**src/rtl/sine_pkg.sv**
```systemverilog
// Shared quadrant types and elaboration-time helpers for the quarter-wave sine/cosine lookup.
// The table generator runs only at elaboration; nothing here becomes runtime arithmetic.
package sine_pkg;

  typedef enum logic [1:0] {
    Q0 = 2'd0,
    Q1 = 2'd1,
    Q2 = 2'd2,
    Q3 = 2'd3
  } quad_t;

  // Peak amplitude of the stored quarter wave (Q12 scaling).
  localparam int  SINE_AMP = 4095;
  localparam real PI_HALF  = 1.5707963267948966;

  // Odd quadrants read the quarter table mirrored; inverting idx gives N-1-idx.
  // Callers use at most 16 address bits and size-cast the result down to their own width.
  function automatic logic [15:0] fold_addr(input logic [15:0] idx, input quad_t q);
    return (q == Q1 || q == Q3) ? ~idx : idx;
  endfunction

  function automatic logic neg_flag(input quad_t q);
    return (q == Q2 || q == Q3);
  endfunction

  // Taylor series in Horner form, accurate far below one LSB on [0, pi/2].
  function automatic real sin_poly(input real x);
    real x2;
    x2 = x * x;
    return x * (1.0 - x2 / 6.0 * (1.0 - x2 / 20.0 * (1.0 - x2 / 42.0 *
           (1.0 - x2 / 72.0 * (1.0 - x2 / 110.0 * (1.0 - x2 / 156.0 *
           (1.0 - x2 / 210.0 * (1.0 - x2 / 272.0))))))));
  endfunction

  // Entry k of an n-entry quarter table, sampled at the half-step so the mirror is exact.
  function automatic int qtr_entry(input int k, input int n, input int amp);
    real x;
    x = PI_HALF * (real'(k) + 0.5) / real'(n);
    return $rtoi(real'(amp) * sin_poly(x) + 0.5);
  endfunction

endpackage

```
**src/rtl/sincos_lut_pipe_if.sv**
```systemverilog
// Phase-in / sample-out valid-ready stream bundle for the sine/cosine lookup pipeline.
interface sincos_lut_pipe_if #(
  parameter int PHASE_WIDTH = 10,
  parameter int DATA_WIDTH  = 16,
  parameter int TAG_WIDTH   = 2
);

  logic                         in_valid;
  logic                         in_ready;
  logic [PHASE_WIDTH-1:0]       in_phase;
  logic [TAG_WIDTH-1:0]         in_tag;
  logic                         out_valid;
  logic                         out_ready;
  logic signed [DATA_WIDTH-1:0] out_sin;
  logic signed [DATA_WIDTH-1:0] out_cos;
  logic [TAG_WIDTH-1:0]         out_tag;

  // Master produces phase words and consumes samples.
  modport master (
    output in_valid, in_phase, in_tag, out_ready,
    input  in_ready, out_valid, out_sin, out_cos, out_tag
  );

  modport slave (
    input  in_valid, in_phase, in_tag, out_ready,
    output in_ready, out_valid, out_sin, out_cos, out_tag
  );

endinterface

```
**src/rtl/sine_qtr_rom.sv**
```systemverilog
// Dual-read-port synchronous quarter-wave ROM; contents fixed at elaboration.
// Each port holds its last read while its enable is low, which is how the pipeline stalls.
module sine_qtr_rom
  import sine_pkg::*;
#(
  parameter int    ADDR_WIDTH = 8,
  parameter int    DATA_WIDTH = 16,
  parameter string MEM_FILE   = "sim/sine_qtr_q12.mem"
) (
  input  logic                         clk,
  input  logic                         rd_en_a,
  input  logic [ADDR_WIDTH-1:0]        rd_addr_a,
  output logic signed [DATA_WIDTH-1:0] rd_data_a,
  input  logic                         rd_en_b,
  input  logic [ADDR_WIDTH-1:0]        rd_addr_b,
  output logic signed [DATA_WIDTH-1:0] rd_data_b
);

  localparam int DEPTH = 1 << ADDR_WIDTH;

  logic signed [DATA_WIDTH-1:0] qtr_tbl [DEPTH];
  logic signed [DATA_WIDTH-1:0] rd_data_a_d, rd_data_a_q;
  logic signed [DATA_WIDTH-1:0] rd_data_b_d, rd_data_b_q;

  // The table is computed here from the same formula that produces the MEM_FILE image,
  // so no file has to travel with the netlist; an empty name only marks that intent.
  if (MEM_FILE == "") begin : g_no_image_name
  end

  for (genvar k = 0; k < DEPTH; k++) begin : g_tbl
    assign qtr_tbl[k] = DATA_WIDTH'(qtr_entry(k, DEPTH, SINE_AMP));
  end

  always_comb begin
    rd_data_a_d = rd_en_a ? qtr_tbl[rd_addr_a] : rd_data_a_q;
    rd_data_b_d = rd_en_b ? qtr_tbl[rd_addr_b] : rd_data_b_q;
  end

  // NOTE: ROM read registers carry no reset so the read maps onto block-RAM output registers;
  // valid bits in the pipeline decide whether their contents mean anything.
  always_ff @(posedge clk) begin
    rd_data_a_q <= rd_data_a_d;
    rd_data_b_q <= rd_data_b_d;
  end

  assign rd_data_a = rd_data_a_q;
  assign rd_data_b = rd_data_b_q;

endmodule

```
**src/rtl/sincos_lut_pipe.sv**
```systemverilog
// Three-stage quarter-wave sin/cos lookup: fold phase to table address, read, restore sign.
// A single advance signal moves every stage, so a downstream stall freezes the whole pipe.
module sincos_lut_pipe
  import sine_pkg::*;
#(
  parameter int    PHASE_WIDTH = 10,
  parameter int    ADDR_WIDTH  = 8,
  parameter int    DATA_WIDTH  = 16,
  parameter int    TAG_WIDTH   = 2,
  parameter string MEM_FILE    = "sim/sine_qtr_q12.mem"
) (
  input logic              clk,
  input logic              rst_n,
  sincos_lut_pipe_if.slave bus
);

  logic                         advance;
  quad_t                        sin_quad;
  quad_t                        cos_quad;
  logic [ADDR_WIDTH-1:0]        phase_idx;

  logic                         s1_valid_d, s1_valid_q;
  logic [ADDR_WIDTH-1:0]        s1_sin_addr_d, s1_sin_addr_q;
  logic [ADDR_WIDTH-1:0]        s1_cos_addr_d, s1_cos_addr_q;
  logic                         s1_sin_neg_d, s1_sin_neg_q;
  logic                         s1_cos_neg_d, s1_cos_neg_q;
  logic [TAG_WIDTH-1:0]         s1_tag_d, s1_tag_q;

  logic                         s2_valid_d, s2_valid_q;
  logic                         s2_sin_neg_d, s2_sin_neg_q;
  logic                         s2_cos_neg_d, s2_cos_neg_q;
  logic [TAG_WIDTH-1:0]         s2_tag_d, s2_tag_q;
  logic signed [DATA_WIDTH-1:0] rom_sin, rom_cos;

  logic                         out_valid_d, out_valid_q;
  logic signed [DATA_WIDTH-1:0] out_sin_d, out_sin_q;
  logic signed [DATA_WIDTH-1:0] out_cos_d, out_cos_q;
  logic [TAG_WIDTH-1:0]         out_tag_d, out_tag_q;

  // Cosine is sine one quadrant ahead; the wrap from Q3 to Q0 falls out of 2-bit arithmetic.
  always_comb begin
    advance   = !out_valid_q || bus.out_ready;
    sin_quad  = quad_t'(bus.in_phase[PHASE_WIDTH-1 -: 2]);
    cos_quad  = quad_t'(2'(sin_quad) + 2'd1);
    phase_idx = bus.in_phase[PHASE_WIDTH-3 -: ADDR_WIDTH];
  end

  // NOTE: every _d starts from its _q so a stall is an explicit hold and no path leaves
  // a variable unassigned, which would otherwise infer a latch.
  always_comb begin
    s1_valid_d    = s1_valid_q;
    s1_sin_addr_d = s1_sin_addr_q;
    s1_cos_addr_d = s1_cos_addr_q;
    s1_sin_neg_d  = s1_sin_neg_q;
    s1_cos_neg_d  = s1_cos_neg_q;
    s1_tag_d      = s1_tag_q;
    s2_valid_d    = s2_valid_q;
    s2_sin_neg_d  = s2_sin_neg_q;
    s2_cos_neg_d  = s2_cos_neg_q;
    s2_tag_d      = s2_tag_q;
    out_valid_d   = out_valid_q;
    out_sin_d     = out_sin_q;
    out_cos_d     = out_cos_q;
    out_tag_d     = out_tag_q;
    if (advance) begin
      s1_valid_d    = bus.in_valid;
      s1_sin_addr_d = ADDR_WIDTH'(fold_addr(16'(phase_idx), sin_quad));
      s1_cos_addr_d = ADDR_WIDTH'(fold_addr(16'(phase_idx), cos_quad));
      s1_sin_neg_d  = neg_flag(sin_quad);
      s1_cos_neg_d  = neg_flag(cos_quad);
      s1_tag_d      = bus.in_tag;
      s2_valid_d    = s1_valid_q;
      s2_sin_neg_d  = s1_sin_neg_q;
      s2_cos_neg_d  = s1_cos_neg_q;
      s2_tag_d      = s1_tag_q;
      out_valid_d   = s2_valid_q;
      out_sin_d     = s2_sin_neg_q ? -rom_sin : rom_sin;
      out_cos_d     = s2_cos_neg_q ? -rom_cos : rom_cos;
      out_tag_d     = s2_tag_q;
    end
  end

  // NOTE: state registers use non-blocking assignments so every stage samples the
  // pre-edge value of the stage before it, independent of statement order.
  always_ff @(posedge clk or negedge rst_n) begin
    if (!rst_n) begin
      s1_valid_q    <= 1'b0;
      s1_sin_addr_q <= '0;
      s1_cos_addr_q <= '0;
      s1_sin_neg_q  <= 1'b0;
      s1_cos_neg_q  <= 1'b0;
      s1_tag_q      <= '0;
      s2_valid_q    <= 1'b0;
      s2_sin_neg_q  <= 1'b0;
      s2_cos_neg_q  <= 1'b0;
      s2_tag_q      <= '0;
      out_valid_q   <= 1'b0;
      out_sin_q     <= '0;
      out_cos_q     <= '0;
      out_tag_q     <= '0;
    end else begin
      s1_valid_q    <= s1_valid_d;
      s1_sin_addr_q <= s1_sin_addr_d;
      s1_cos_addr_q <= s1_cos_addr_d;
      s1_sin_neg_q  <= s1_sin_neg_d;
      s1_cos_neg_q  <= s1_cos_neg_d;
      s1_tag_q      <= s1_tag_d;
      s2_valid_q    <= s2_valid_d;
      s2_sin_neg_q  <= s2_sin_neg_d;
      s2_cos_neg_q  <= s2_cos_neg_d;
      s2_tag_q      <= s2_tag_d;
      out_valid_q   <= out_valid_d;
      out_sin_q     <= out_sin_d;
      out_cos_q     <= out_cos_d;
      out_tag_q     <= out_tag_d;
    end
  end

  // The ROM read registers form stage 2's data half.
  sine_qtr_rom #(
    .ADDR_WIDTH (ADDR_WIDTH),
    .DATA_WIDTH (DATA_WIDTH),
    .MEM_FILE   (MEM_FILE)
  ) u_rom (
    .clk       (clk),
    .rd_en_a   (advance),
    .rd_addr_a (s1_sin_addr_q),
    .rd_data_a (rom_sin),
    .rd_en_b   (advance),
    .rd_addr_b (s1_cos_addr_q),
    .rd_data_b (rom_cos)
  );

  assign bus.in_ready  = advance;
  assign bus.out_valid = out_valid_q;
  assign bus.out_sin   = out_sin_q;
  assign bus.out_cos   = out_cos_q;
  assign bus.out_tag   = out_tag_q;

endmodule

```
**src/flat_wrapper.sv**
```systemverilog
// flat-port wrapper written by rule: the top's interface ports become plain ports
module sincos_lut_pipe_flat import sine_pkg::*;
#(
  parameter int    PHASE_WIDTH = 10,
  parameter int    ADDR_WIDTH  = 8,
  parameter int    DATA_WIDTH  = 16,
  parameter int    TAG_WIDTH   = 2,
  parameter string MEM_FILE    = "                    "
)
  (clk, rst_n, bus_in_valid, bus_in_phase, bus_in_tag, bus_out_ready, bus_in_ready, bus_out_valid, bus_out_sin, bus_out_cos, bus_out_tag);
  sincos_lut_pipe_if #(.PHASE_WIDTH(PHASE_WIDTH), .DATA_WIDTH(DATA_WIDTH), .TAG_WIDTH(TAG_WIDTH)) bus_i ();
  input logic clk;
  input logic rst_n;
  input wire logic [$bits(bus_i.in_valid)-1:0] bus_in_valid;
  input wire logic [$bits(bus_i.in_phase)-1:0] bus_in_phase;
  input wire logic [$bits(bus_i.in_tag)-1:0] bus_in_tag;
  input wire logic [$bits(bus_i.out_ready)-1:0] bus_out_ready;
  output wire logic [$bits(bus_i.in_ready)-1:0] bus_in_ready;
  output wire logic [$bits(bus_i.out_valid)-1:0] bus_out_valid;
  output wire logic [$bits(bus_i.out_sin)-1:0] bus_out_sin;
  output wire logic [$bits(bus_i.out_cos)-1:0] bus_out_cos;
  output wire logic [$bits(bus_i.out_tag)-1:0] bus_out_tag;
  assign bus_i.in_valid = bus_in_valid;
  assign bus_i.in_phase = bus_in_phase;
  assign bus_i.in_tag = bus_in_tag;
  assign bus_i.out_ready = bus_out_ready;
  assign bus_in_ready = bus_i.in_ready;
  assign bus_out_valid = bus_i.out_valid;
  assign bus_out_sin = bus_i.out_sin;
  assign bus_out_cos = bus_i.out_cos;
  assign bus_out_tag = bus_i.out_tag;
  sincos_lut_pipe #(.PHASE_WIDTH(PHASE_WIDTH), .ADDR_WIDTH(ADDR_WIDTH), .DATA_WIDTH(DATA_WIDTH), .TAG_WIDTH(TAG_WIDTH), .MEM_FILE(MEM_FILE)) u_core (.clk(clk), .rst_n(rst_n), .bus(bus_i));
endmodule
```
**config.mk**
```make
export PLATFORM = sky130hd
export DESIGN_NAME = sincos_lut_pipe_flat
export DESIGN_NICKNAME = d
export VERILOG_FILES = /design/src/rtl/sine_pkg.sv /design/src/rtl/sincos_lut_pipe_if.sv /design/src/rtl/sine_qtr_rom.sv /design/src/rtl/sincos_lut_pipe.sv /design/src/flat_wrapper.sv
export SDC_FILE = /design/constraint.sdc
export NUM_CORES = 1
export LEC_CHECK = 0
export CAP_MARGIN = 25
export CORE_MARGIN = 8
export CORE_UTILIZATION = 63
export CTS_CLUSTER_DIAMETER = 40
export DETAILED_ROUTE_END_ITERATION = 8
export PLACE_DENSITY = 0.84
export SLEW_MARGIN = 5
export SYNTH_ARGS = -nofsm -noshare
export SYNTH_HDL_FRONTEND = slang
export SYNTH_SLANG_ARGS = --single-unit
export TNS_END_PERCENT = 50
```
**constraint.sdc**
```tcl
create_clock -name clk -period 3.1 [get_ports clk]
set_input_delay 0.31 -clock clk [delete_from_list [all_inputs] [get_ports clk]]
set_output_delay 0.31 -clock clk [all_outputs]
set_load 0.05 [all_outputs]
```
# Word level (Yosys, flattened, before mapping)
# Memory sizes are Yosys's and may differ from the RTL's. A register that Yosys moved wholly into a read port is not among the register bits.
# Index checks and enable logic that the tools add are counted.
[word_totals]
ff_bits = 61
mem_bits_ro = 8192
in_bits = 16
memories = 2
[mem_list]
columns = ["name", "words", "width", "rd", "rd_clocked_by_memory_dff", "write_ports", "line", "text"]
rows = [
  ["(name not given)", 256, 16, 1, 1, 0, "sine_qtr_rom.sv:36", "rd_data_b_d = rd_en_b ? qtr_tbl[rd_addr_b] : rd_data_b_q;"],
  ["(name not given)", 256, 16, 1, 1, 0, "sine_qtr_rom.sv:35", "rd_data_a_d = rd_en_a ? qtr_tbl[rd_addr_a] : rd_data_a_q;"],
]
[op_classes]
add_sub_neg = 3
n_eq_ne = 6
muxes = 4
n_bitwise = 3
n_reduce_logical = 6
[ops]
columns = ["op", "n"]
rows = [
  ["16-bit two-way mux", 2],
  ["16-bit negation", 2],
  ["8-bit NOT with 9-bit output", 2],
  ["8-bit two-way mux", 2],
  ["2-bit equality test (second input constant)", 4],
  ["8-bit NOT", 1],
  ["1-bit logical OR", 5],
  ["2-bit by 1-bit equality test with 1-bit output (second input constant)", 2],
  ["2-bit by 1-bit adder with 2-bit output (second input constant)", 1],
  ["1-bit zero test", 1],
]

# Depth between registers and ports, before layout
[logic_depth]
ltp_word = 4
mapped_depth = 11
ltp_nobuf = 8

# By module
# Synthesis repeated with hierarchy kept, for this count alone.
[hier_totals]
hier_cells = 1434
area_unflattened_um2 = 10216.0
[modules_own_cells]
columns = ["mod", "instances", "cells_per_inst", "area_each_um2", "seq_area_each_um2"]
rows = [
  ["sine_qtr_rom", 1, 1116, 7215.7, 720.7],
  ["sincos_lut_pipe", 1, 318, 3000.4, 1526.5],
]

# Worst setup path after synthesis
# No wires, ideal clock.
[synth_timing]
path_type = "reg2reg"
from = "register u_core.out_valid_q (netlist: u_core.bus.out_valid)"
to = "register u_core.u_rom.rd_data_a_q[0] (netlist: u_core.u_rom.rd_data_a[0]) (enable)"
setup_time_ns = 0.418
arrival_ns = 2.539
setup_slack_ns = 0.143
path_stages_with_launch = 6
path_cell_list = "dfrtp_1 -> nor2b_1 -> clkbuf_1 -> inv_1 -> clkbuf_1 -> buf_1"
[synth_between]
elab_chain_len = 2
[synth_lines]
columns = ["element", "line", "text"]
rows = [
  ["from (decl)", "sincos_lut_pipe.sv:35", "logic out_valid_d, out_valid_q;"],
  ["from (signal assigned)", "sincos_lut_pipe.sv:112", "out_valid_q <= out_valid_d;"],
  ["1-bit zero test", "sincos_lut_pipe.sv:42", "advance = !out_valid_q || bus.out_ready;"],
  ["1-bit logical OR", "sincos_lut_pipe.sv:42", ""],
  ["net bus_in_ready", "flat_wrapper.sv:18", "output wire logic [$bits(bus_i.in_ready)-1:0] bus_in_ready;"],
  ["to (decl)", "sine_qtr_rom.sv:22", "logic signed [DATA_WIDTH-1:0] rd_data_a_d, rd_data_a_q;"],
]
# The timed path passes the listed nets, and every way through them passes these cells.
# A chain may end at the register's enable or synchronous reset.

# Worst setup path in the final report
[layout_timing]
from = "register u_core.s1_cos_addr_q[1]"
to = "register u_core.u_rom.rd_data_b_q[6] (netlist: u_core.u_rom.rd_data_b[6]), data pin"
[layout_between]
elab_chain_len = 1
[layout_lines]
columns = ["element", "line", "text"]
rows = [
  ["from (decl)", "sincos_lut_pipe.sv:24", "logic [ADDR_WIDTH-1:0] s1_cos_addr_d, s1_cos_addr_q;"],
  ["from (signal assigned)", "sincos_lut_pipe.sv:104", "s1_cos_addr_q <= s1_cos_addr_d;"],
  ["8-bit NOT with 9-bit output (implied by the code)", "sine_qtr_rom.sv:36", ""],
  ["to (decl)", "sine_qtr_rom.sv:23", "logic signed [DATA_WIDTH-1:0] rd_data_b_d, rd_data_b_q;"],
]
# No other way between the ends.

==> metrics.yaml <==
dp_hpwl_um: 28500
port_buffers: 51
clkLatencyLatePin_ps: 350
synthTopCellsByArea: "dfrtp_1, edfxtp_1, o21ai_0, nand2_1, a21oi_1"
fin_nets: 1496
syn_inst: 1444
critPathArrivalTime_ps: 3080
drcViolationCount: 0
outcome: "finished, final reports clean"
critical_path_class: "register to register"
dp_cells: 1652
clockBufferDepth: 2
vias_per_cell: 7.58
ctsHtreeMaxLevel: 3
min-delay-path-class: "register to register"
detail-route-antenna-nets: 0
fmax_ghz: 0.334
die_w_um: 144
grt-ovfl-total: 0
routedWlPerCell_um: 25.3
synth_fp_nets: 1492
finalCritPeriodShare_pct: 96.5
setup-tns-final_ps: 0
place_congestion: 1.12
io_pins: 52
start_util_pct: 64.6
core_region_area_um2: 15900
dieArea_um2: 20700
critPathRequiredTime_ps: 3190
num_vias: 12700
cellPowerDensity_nw_per_um2: 1120
reg2reg_depth: 8
area_growth_pct: 11.1
finalHoldViolations: 0
rsz0062_at_grt: "no"
grtUsageTotal_pct: 40.1
worstMarginPinSlew_ps: 936
drtIter0Drc: 2628
hold_depth: 1
fin_worst_skew_ps: 12.0
seq_area_frac_synth_pct: 21.8
cap_violations: 0
ir_drop_v: 0.000693
antenna_cells: 0
worstSetupStartpointType: "register"
slowest_stage: "mux4_2"
numCtsBuffers: 9
crit_chain: "buf_4 -> ha_2 -> nand2b_1 -> nand2_1 -> mux4_2 -> o211ai_1 -> o2111ai_1 -> o311a_1"
cts_sinks: 85
synth_top_flop_cell: "dfrtp_1"
critical-path-max-stage-delay_ps: 480
cts-root-buf: "clkbuf_16"
rrSetupSlack_ps: 110
grt_pass1_wl_um: 65000
antenna_found_initial: 0
cts_tree: "built"
synth-edff-count: 24
end_kind: "register"
setup_viol: 0
synthArstFlopShare_pct: 71.8
drt-pass1-iter-count: 8
synth_common_cells: "nand2_1, o21ai_0, a21oi_1"
cts_setup_buffers: 0
grt_max_degree: 93
drt_wl_total_um: 42200
synth_area_um2: 10300
path_clk_slew_ps: 70
yosys.area.top_type: "dfrtp_1"
final_cells: 1669
synth-seq-cells: 85
synth_cell_types: 83
drive_gt1_share_pct: 10.1
critPathMaxFanout: 20
yosysMostFrequentCell: "nand2_1"
std_cell_rows: 46
slew_headroom_pct: 37.6
grt_pass1_vias: 11500
final.min_clock_period_ps: 2990
synth_top_area_share_pct: 14.8
die_y_um: 144
yosys_warnings: 0
p_leak_uw: 0.00446
totalPowerFinal_uw: 12800
slew_violations: 0
syn_area_per_cell_um2: 7.13
[report_power, final]
part           leakage [uW]  internal (uW)  switching, uW
logic               0.00336           3220           6080
registers          0.000955           1750            638
clock network      0.000149            676            487
[cell type report]
type | instances | area, um^2
fillers | 1235 | 4510
well taps | 216 | 270
multi-input cells | 1176 | 7180
clock buffers | 11 | 254
clock inverters | 5 | 56.3
inverters | 27 | 101
repair buffers | 149 | 1320
flip-flops and latches | 85 | 2260
[cells by family (layout without fill, tap and decap cells)]
kind of cell | after synthesis | in the layout | synth area share, %
multiplexers | 22 | 22 | 2.78
buffers and inverters | 183 | 192 | 8.50
adder cells (fa/ha/maj) | 32 | 32 | 3.89
AND/OR/NAND/NOR | 526 | 526 | 24.0
flip-flops | 85 | 85 | 21.8
XOR/XNOR | 43 | 43 | 3.66
AO/OA/AOI/OAI | 553 | 553 | 35.4
[through the flow]
stage / util [%] / cell area, um^2 / hold WS, ps / setup WS (ps)
floorplan: - / 10300 / 14.4 / 143
global placement: 69.7 / 11100 / 346 / 229
detailed placement: 69.7 / 11100 / 360 / 205
CTS: 71.7 / 11400 / 473 / 174
global route: 71.7 / 11400 / 490 / 71.8
finish: 71.7 / 11400 / 471 / 109
[timing repair]
action / CTS / global route
hold buffers: 1 / 0
resized for setup: 0 / 1
endpoints found under the setup margin: 0 / 1
endpoints found under the hold margin: 23 / 0
[sequential cells by signal, indices dropped and copies added (netlist names)]
| name | cells |
|---|---|
| u_core.u_rom.rd_data_a | 12 |
| u_core.s2_cos_neg_q | 1 |
| u_core.bus.out_valid | 1 |
| u_core.s2_sin_neg_q | 1 |
| u_core.s1_tag_q | 2 |
| u_core.s1_valid_q | 1 |
| u_core.s1_sin_neg_q | 1 |
| u_core.bus.out_cos | 16 |
| u_core.bus.out_tag | 2 |
| u_core.s2_tag_q | 2 |
| u_core.u_rom.rd_data_b | 12 |
| u_core.bus.out_sin | 16 |
| u_core.s1_sin_addr_q | 8 |
| u_core.s1_cos_addr_q | 8 |
| u_core.s2_valid_q | 1 |
| u_core.s1_cos_neg_q | 1 |
[metal layers]
layer | share of wire [%] | wire length (um) | up-vias | track usage [%]
li1 | - | - | 5351 | -
met1 | 37 | 15600 | 5694 | 52.5
met2 | 39 | 16600 | 1301 | 56.2
met3 | 18 | 7800 | 307 | 17.9
met4 | 5.1 | 2160 | 0 | 16.2
met5 | 0 | 0 | - | 0
[critical path: cells and delay by family, from the launching register on]
family,cells,cell delay (ps)
buffers and inverters,1,320
DFF,1,360
and+or+nand+nor,2,560
muxes,1,480
AOI/OAI and AO/OA,3,590
adders and majority gates,1,410
[cells in the final DEF, fill, tap and decap left out, types with 10 or more instances in the layout]
cell type / instances
buf_4: 92
nand2b_1: 45
edfxtp_1: 24
a21o_1: 12
nor3_1: 44
o21ai_0: 138
o221ai_1: 15
clkdlybuf4s50_1: 49
o311ai_0: 12
o22ai_1: 18
a31oi_1: 28
nor2b_1: 30
nand2_1: 181
nor2_1: 123
o211ai_1: 25
inv_1: 22
xor2_1: 38
a311oi_1: 16
clkbuf_16: 10
a21oi_1: 132
o31ai_1: 19
mux2i_1: 14
nand3_1: 37
ha_1: 31
dfrtp_1: 55
a211oi_1: 29
a221oi_1: 13
[path summary, 6_finish.rpt]
check                                                     from                             endpoint
max in group asynchronous                                rst_n   u_core.bus.out_cos[11]$_DFFE_PN0P_
max                        u_core.s1_cos_addr_q[1]$_DFFE_PN0P_  u_core.u_rom.rd_data_b[6]$_DFFE_PP_
max reg2reg                u_core.s1_cos_addr_q[1]$_DFFE_PN0P_  u_core.u_rom.rd_data_b[6]$_DFFE_PP_
min reg2reg                      u_core.s2_valid_q$_DFFE_PN0P_     u_core.bus.out_valid$_DFFE_PN0P_
min                              u_core.s2_valid_q$_DFFE_PN0P_     u_core.bus.out_valid$_DFFE_PN0P_
min in group asynchronous                                rst_n  u_core.s1_cos_addr_q[0]$_DFFE_PN0P_
No activity file was read; power rests on OpenSTA's default activity.
